File: src/rtl/mem_stage.sv
// mem_stage: memory-access/write-back stage; return-address stack enabled by MEM_STAGE_RAS_EN
module mem_stage #(
    parameter int RAS_DEPTH = 4
) (
    input  logic        CLK,
    input  logic        RST,
    input  logic        IN_VALID,
    output logic        IN_READY,
    input  logic [31:0] ALU_IN,
    input  logic [4:0]  OPCD_IN,
    input  logic [4:0]  ADDR_REG_IN,
    input  logic        COND_IN,
    input  logic [15:0] NPC_IN,
    input  logic [15:0] STORE_DATA,
    output logic [15:0] DMEM_ADDR,
    output logic [15:0] DMEM_WDATA,
    output logic        DMEM_RE,
    output logic        DMEM_WE,
    input  logic [15:0] DMEM_RDATA,
    input  logic        DMEM_ACK,
    output logic        WB_EN,
    output logic [4:0]  WB_ADDR,
    output logic [15:0] WB_DATA,
    output logic        PC_LOAD,
    output logic [15:0] PC_TARGET,
    output logic        RAS_ERR,
    output logic [2:0]  ESTADO
);
    localparam logic [2:0] S_IDLE = 3'd0, S_RD = 3'd1, S_WR = 3'd2, S_WB = 3'd3, S_RDIR = 3'd4;
    localparam logic [4:0] OP_LW = 5'd0, OP_SW = 5'd1, OP_CMP = 5'd8, OP_JR = 5'd10;
    localparam logic [4:0] OP_JPC = 5'd11, OP_BRLF = 5'd12, OP_CALL = 5'd13, OP_RET = 5'd14;

    logic [2:0]  state_q, state_d;
    logic [15:0] addr_q, addr_d, wdata_q, wdata_d, wb_data_q, wb_data_d, pc_q, pc_d;
    logic [4:0]  wb_addr_q, wb_addr_d;
    logic        err_q, err_d;
    logic        accept, is_alu, is_jmp, is_call, is_ret, ras_empty;
    logic [15:0] ras_top;
    logic        unused_hi;

    assign accept    = IN_VALID && (state_q == S_IDLE);
    assign is_alu    = (OPCD_IN >= 5'd2) && (OPCD_IN <= 5'd9) && (OPCD_IN != OP_CMP);
    assign is_jmp    = (OPCD_IN inside {OP_JR, OP_JPC, OP_BRLF}) && COND_IN;
    assign is_call   = OPCD_IN == OP_CALL;
    assign unused_hi = ^ALU_IN[31:16];

`ifdef MEM_STAGE_RAS_EN
    localparam int PW = (RAS_DEPTH > 1) ? $clog2(RAS_DEPTH) : 1;
    localparam int CW = PW + 1;
    logic [15:0]   ras_q [RAS_DEPTH];
    logic [PW-1:0] ptr_q;
    logic [CW-1:0] cnt_q;
    logic          push, pop;

    assign is_ret    = OPCD_IN == OP_RET;
    assign push      = accept && is_call;
    assign pop       = accept && is_ret && !ras_empty;
    assign ras_empty = cnt_q == '0;
    assign ras_top   = ras_empty ? 16'h0 : ras_q[ptr_q - PW'(1)];

    // Circular stack pointer and occupancy; a push when full silently replaces the oldest entry
    always_ff @(posedge CLK or negedge RST) begin
        if (!RST) begin
            ptr_q <= '0;
            cnt_q <= '0;
        end else begin
            ptr_q <= push ? ptr_q + PW'(1) : pop ? ptr_q - PW'(1) : ptr_q;
            cnt_q <= push ? ((cnt_q == CW'(RAS_DEPTH)) ? cnt_q : cnt_q + CW'(1)) : pop ? cnt_q - CW'(1) : cnt_q;
        end
    end

    // Stack storage needs no reset: occupancy alone decides what is valid
    always_ff @(posedge CLK) begin
        if (push) ras_q[ptr_q] <= NPC_IN;
    end
`else
    logic unused_ras;
    assign is_ret     = 1'b0;
    assign ras_empty  = 1'b1;
    assign ras_top    = 16'h0;
    assign unused_ras = ^{NPC_IN, 32'(RAS_DEPTH)};
`endif

    // Next state and the latched operands of the op in flight
    always_comb begin
        state_d   = state_q;
        addr_d    = addr_q;
        wdata_d   = wdata_q;
        wb_addr_d = wb_addr_q;
        wb_data_d = wb_data_q;
        pc_d      = pc_q;
        err_d     = err_q;
        if (accept) begin
            state_d   = (OPCD_IN == OP_LW) ? S_RD : (OPCD_IN == OP_SW) ? S_WR : is_alu ? S_WB :
                        (is_jmp || is_call || is_ret) ? S_RDIR : S_IDLE;
            addr_d    = (OPCD_IN == OP_LW || OPCD_IN == OP_SW) ? ALU_IN[15:0] : addr_q;
            wdata_d   = (OPCD_IN == OP_SW) ? STORE_DATA : wdata_q;
            wb_addr_d = ADDR_REG_IN;
            wb_data_d = ALU_IN[15:0];
            pc_d      = is_ret ? ras_top : ALU_IN[15:0];
            err_d     = is_ret && ras_empty;
        end else if (state_q == S_RD) begin
            state_d   = DMEM_ACK ? S_WB : S_RD;
            wb_data_d = DMEM_ACK ? DMEM_RDATA : wb_data_q;
        end else if (state_q == S_WR) begin
            state_d   = DMEM_ACK ? S_IDLE : S_WR;
        end else begin
            state_d   = S_IDLE;
        end
    end

    // State and operand registers; reset drops any outstanding memory request
    always_ff @(posedge CLK or negedge RST) begin
        if (!RST) begin
            state_q   <= S_IDLE;
            addr_q    <= '0;
            wdata_q   <= '0;
            wb_addr_q <= '0;
            wb_data_q <= '0;
            pc_q      <= '0;
            err_q     <= 1'b0;
        end else begin
            state_q   <= state_d;
            addr_q    <= addr_d;
            wdata_q   <= wdata_d;
            wb_addr_q <= wb_addr_d;
            wb_data_q <= wb_data_d;
            pc_q      <= pc_d;
            err_q     <= err_d;
        end
    end

    assign IN_READY   = state_q == S_IDLE;
    assign DMEM_RE    = state_q == S_RD;
    assign DMEM_WE    = state_q == S_WR;
    assign WB_EN      = state_q == S_WB;
    assign PC_LOAD    = state_q == S_RDIR;
    assign RAS_ERR    = PC_LOAD && err_q;
    assign DMEM_ADDR  = addr_q;
    assign DMEM_WDATA = wdata_q;
    assign WB_ADDR    = wb_addr_q;
    assign WB_DATA    = wb_data_q;
    assign PC_TARGET  = pc_q;
    assign ESTADO     = state_q;
endmodule

File: config.mk
export PLATFORM = sky130hd
export DESIGN_NAME = mem_stage
export DESIGN_NICKNAME = d
export VERILOG_FILES = /design/src/rtl/mem_stage.sv
export SDC_FILE = /design/constraint.sdc
export NUM_CORES = 1
export LEC_CHECK = 0
export ABC_CLOCK_PERIOD_IN_PS = 2550
export BUFFER_PORTS_ARGS = -buffer_cell sky130_fd_sc_hd__buf_2
export CAP_MARGIN = 30
export CORE_MARGIN = 2
export CORE_UTILIZATION = 43
export CTS_BUF_LIST = sky130_fd_sc_hd__clkbuf_16
export CTS_CLUSTER_SIZE = 12
export DETAILED_ROUTE_END_ITERATION = 8
export PLACE_DENSITY_LB_ADDON = 0.3
export SLEW_MARGIN = 20
export SYNTH_ARGS = -nofsm -noshare
export SYNTH_HDL_FRONTEND = slang
export SYNTH_SLANG_ARGS = --single-unit
File: constraint.sdc
create_clock -name CLK -period 2.55 [get_ports CLK]
set_clock_uncertainty 0.05 [all_clocks]
set_input_delay 0.255 -clock CLK [delete_from_list [all_inputs] [get_ports CLK]]
set_output_delay 0.255 -clock CLK [all_outputs]
set_load 0.02 [all_outputs]
# Word level (Yosys, flattened, before mapping)
# Index checks and enable logic that the tools add are counted.
# op_classes
order_cmp,2
mux,12
reduce_logical,14
eq_ne,10
# op_table
operator,n
$mux W16,3
$eq A5 B4 Y1 const B,4
$mux W3,5
$mux W2,4
$eq A3 B2 Y1 const B,2
$reduce_and A2 Y1,3
$eq A5 B1 Y1 const B,1
$ge A5 B2 Y1 const B,1
$le A5 B4 Y1 const B,1
$logic_not A5 Y1,1
$ne A5 B4 Y1 const B,1
$logic_and A1 B1 Y1,4
$reduce_bool A2 Y1,2
$eq A3 B1 Y1 const B,1
$eq A3 B3 Y1 const B,1
$logic_not A3 Y1,1
$reduce_bool A3 Y1,1
$logic_or A1 B1 Y1,2
# word_totals
input_bits,95
output_inout_bits,78
register_bits,72

# Depth between registers and ports, before layout
# depth
depth_word,9
depth_mapped,6

# Worst setup path after synthesis
# Ideal clock, no wire load.
# synth_path
path_type,reg2reg
startpoint,reg state_q[1] (netlist: ESTADO[1])
endpoint,reg wdata_q[10] (netlist: DMEM_WDATA[10])
arrival_time_ns,1.699
period_less_slack_ns,1.874
setup_ns,0.125
setup_slack_ns,0.676
stages_incl_launch_ff,6
n_path_buf,2
cell_sequence,dfrtp_1 > buf_4 > nor4b_4 > nand3_2 > buf_6 > mux2_4
# synth_via
elab_chain_len,3
# synth_rtl
item,line_no,source
from (decl),33,"logic [2:0] state_q, state_d;"
from (signal assigned),123,state_q <= state_d;
$logic_not A3 Y1,41,assign accept = IN_VALID && (state_q == S_IDLE);
$logic_and A1 B1 Y1,41,
$reduce_and A2 Y1 (no line),--,
to (signal assigned),125,wdata_q <= wdata_d;
to (decl),34,"logic [15:0] addr_q, addr_d, wdata_q, wdata_d, wb_data_q, wb_data_d, pc_q, pc_d;"
# Every way passes these cells.
# A chain may end at the register's enable or synchronous reset.

# Worst setup path in the final report
# layout_path
startpoint,reg state_q[1] (netlist: ESTADO[1])
endpoint,reg wb_data_q[8] (netlist: WB_DATA[8])
# layout_via
elab_chain_len,4
# layout_rtl
item,line_no,source
$logic_not A3 Y1,41,
$logic_and A1 B1 Y1,41,
$reduce_bool A2 Y1 (no line),--,
$reduce_and A2 Y1 (no line),--,
to (signal assigned),127,wb_data_q <= wb_data_d;
to (decl),34,
# Several ways; a longest one is shown, not always the timed one.

==> flow_summary.ini <==
[status]
status = finished, final reports clean

[route]
route.antenna.remaining_nets = 0
firstDrtPassIters = 4
drc = 0
viasPerCell = 5.094
vias = 2226
wire_per_inst_um = 15.90
drt_iter0_markers = 39
drt_wl_total_um = 6950

[clock_tree]
cts.sinks = 72
clockRootBuffer = clkbuf_16
cts_setup_buffers = 0
insertion_delay_ns = 0.31
cts_buffer_depth = 2
ctsHoldBuffers = 1
clk_pin_slew_ns = 0.06
cts-resized-gates = 0
numCtsBuffers = 9
tritoncts = yes
htree_levels = 3

[floorplan]
die_y_um = 86.61
start_util = 0.4391
rows = 30
boundaryPins = 173
dieArea_um2 = 7500
die_width_um = 86.61
coreArea_um2 = 6681

[timing]
relSlewSlack = 0.5261
tns_ns = 0
setup_violations = 0
hold_viol_final = 0
holdWs_ns = 0.06964
period_needed_ns = 2.048
clock.fmax_mhz = 488.2
drv_slew = 0
tightest_slew_ns = 0.7108
final.setup.worst_slack_ns = 0.5016
period_share = 0.8033
rsz0062_at_grt = no

[setup_path]
start_kind = register
worst_ep_arrival_time_ns = 2.20
critPathMaxFanout = 17
cp-end-kind = register
required_ns = 2.70
critPathKind = reg2reg

[finish]
seq_area_um2 = 1802
layout-drive-gt1-share = 0.5518
antenna_cells = 0
area_growth_pct = 36.63
multi_input_area_um2 = 1042
final_common_cell = buf_2
layoutNonFillerInstCount = 437
layout_common_cells = buf_2, dfrtp_1, mux2_2
nNetsFinal = 447
fillers = 565

[yosys]
syn-num-nets = 304
syn-cell-area_um2 = 2934
ys_ff_latch = 72
yosys.cell_types.count = 29
yosysSeqAreaShare = 0.6141
yosysWarningCount = 0
syn_avg_cell_area_um2 = 14.04
postSynth.asyncResetShare = 1.000
synthCells = 209
synth_edf_count = 0
ys.flop_type = dfrtp_1

[pwr]
peakVddDrop_mv = 0.7225
p_total_mw = 5.378
p_per_area_nw_per_um2 = 1341
p_leak_nw = 2.249

[placement]
dp_cells = 420
portBuffers = 139
dp_hpwl_um = 4979
gp_congestion = 0.7829
post-place-ws_ns = 0.4537

[run]
drv_cap = 0

[global_route]
grt_overflow_total = 0
grt_pass1_wl_um = 11120
grt_max_degree = 44
grt_antenna_before_repair = 0
grt.total_usage = 0.1925
grt_pass1_vias = 2254

[hold_path]
hold_path_class = in2reg
==> through the flow <==
| step | cell area, µm² | util |
|---|---|---|
| 2_1_floorplan | 2934 | - |
| 3_3_place_gp | 3701 | 0.5539 |
| 3_5_place_dp | 3701 | 0.5539 |
| 4_1_cts | 4009 | 0.6000 |
| 5_1_grt | 4009 | 0.6000 |
| 6_report | 4009 | 0.6000 |
==> worst max-delay path, cell delays in order, from the launching register on <==
cell	delay [ns]
dfrtp_1	0.50
and4bb_2	0.63
nor2_1	0.21
buf_4	0.24
a221o_1	0.31
==> kinds of logic after synthesis <==
group                  after synthesis  synth area share
other                                1          0.001278
multiplexers                        32            0.1356
AO/OA/AOI/OAI                       37            0.1062
AND/OR/NAND/NOR                     50            0.1062
buffers and inverters               15           0.03070
XOR/XNOR                             2          0.005971
flip-flops                          72            0.6141
==> cells in the mapped netlist (all sizes together), types with 2 or more instances <==
| cell | number | area [µm²] |
|---|---|---|
| and3b | 2 | 17.52 |
| mux2 | 32 | 397.9 |
| a21oi | 3 | 15.01 |
| nor3b | 5 | 37.54 |
| a221o | 16 | 160.2 |
| nor2 | 2 | 7.510 |
| nor4 | 2 | 12.51 |
| buf | 9 | 67.56 |
| and2 | 16 | 100.1 |
| dfrtp | 72 | 1802 |
| nand2 | 16 | 62.56 |
| a21o | 17 | 127.6 |
| clkbuf | 5 | 18.77 |
==> area by class of cell <==
class | count | area share
Timing Repair Buffer | 146 | 0.1904
Tap cell | 80 | 0.02497
Clock inverter | 7 | 0.01810
Multi-Input combinational cell | 122 | 0.2600
Sequential cell | 72 | 0.4494
Clock buffer | 9 | 0.05618
Inverter | 1 | 0.0009363
==> per-layer routing <==
metal	vias up	wire length, µm	global-route usage
li1	1033	-	-
met1	1088	3078	0.2502
met2	95	3285	0.3077
met3	10	485	0.05048
met4	0	102	0.07813
met5	-	0	0
==> final timing paths <==
path                                           start                        end  slack, ns  cells past startpoint
hold / removal                        ADDR_REG_IN[4]     WB_ADDR[4]$_DFFE_PN0P_       0.07                      3
setup / recovery                 ESTADO[1]$_DFF_PN0_     WB_DATA[8]$_DFFE_PN0P_       0.50                      4
setup reg to reg                 ESTADO[1]$_DFF_PN0_     WB_DATA[8]$_DFFE_PN0P_       0.50                      4
hold reg to reg            PC_TARGET[11]$_DFFE_PN0P_  PC_TARGET[11]$_DFFE_PN0P_       0.42                      1
min in group asynchronous                        RST  DMEM_WDATA[6]$_DFFE_PN0P_       0.49                      2
max in group asynchronous                        RST  DMEM_WDATA[7]$_DFFE_PN0P_       1.28                      3
==> report_power, final <==
| group | internal, mW | total [mW] | switching, mW |
|---|---|---|---|
| Clock | 0.758 | 1.22 | 0.460 |
| Sequential | 1.65 | 1.95 | 0.300 |
| Combinational | 0.913 | 2.21 | 1.30 |
| Total | 3.32 | 5.38 | 2.06 |
==> flip-flops by register name, indices dropped and copies added (netlist names) <==
register	flops
ESTADO	3
DMEM_ADDR	16
PC_TARGET	16
DMEM_WDATA	16
WB_ADDR	5
WB_DATA	16
Power figures use the tool's default switching activity.
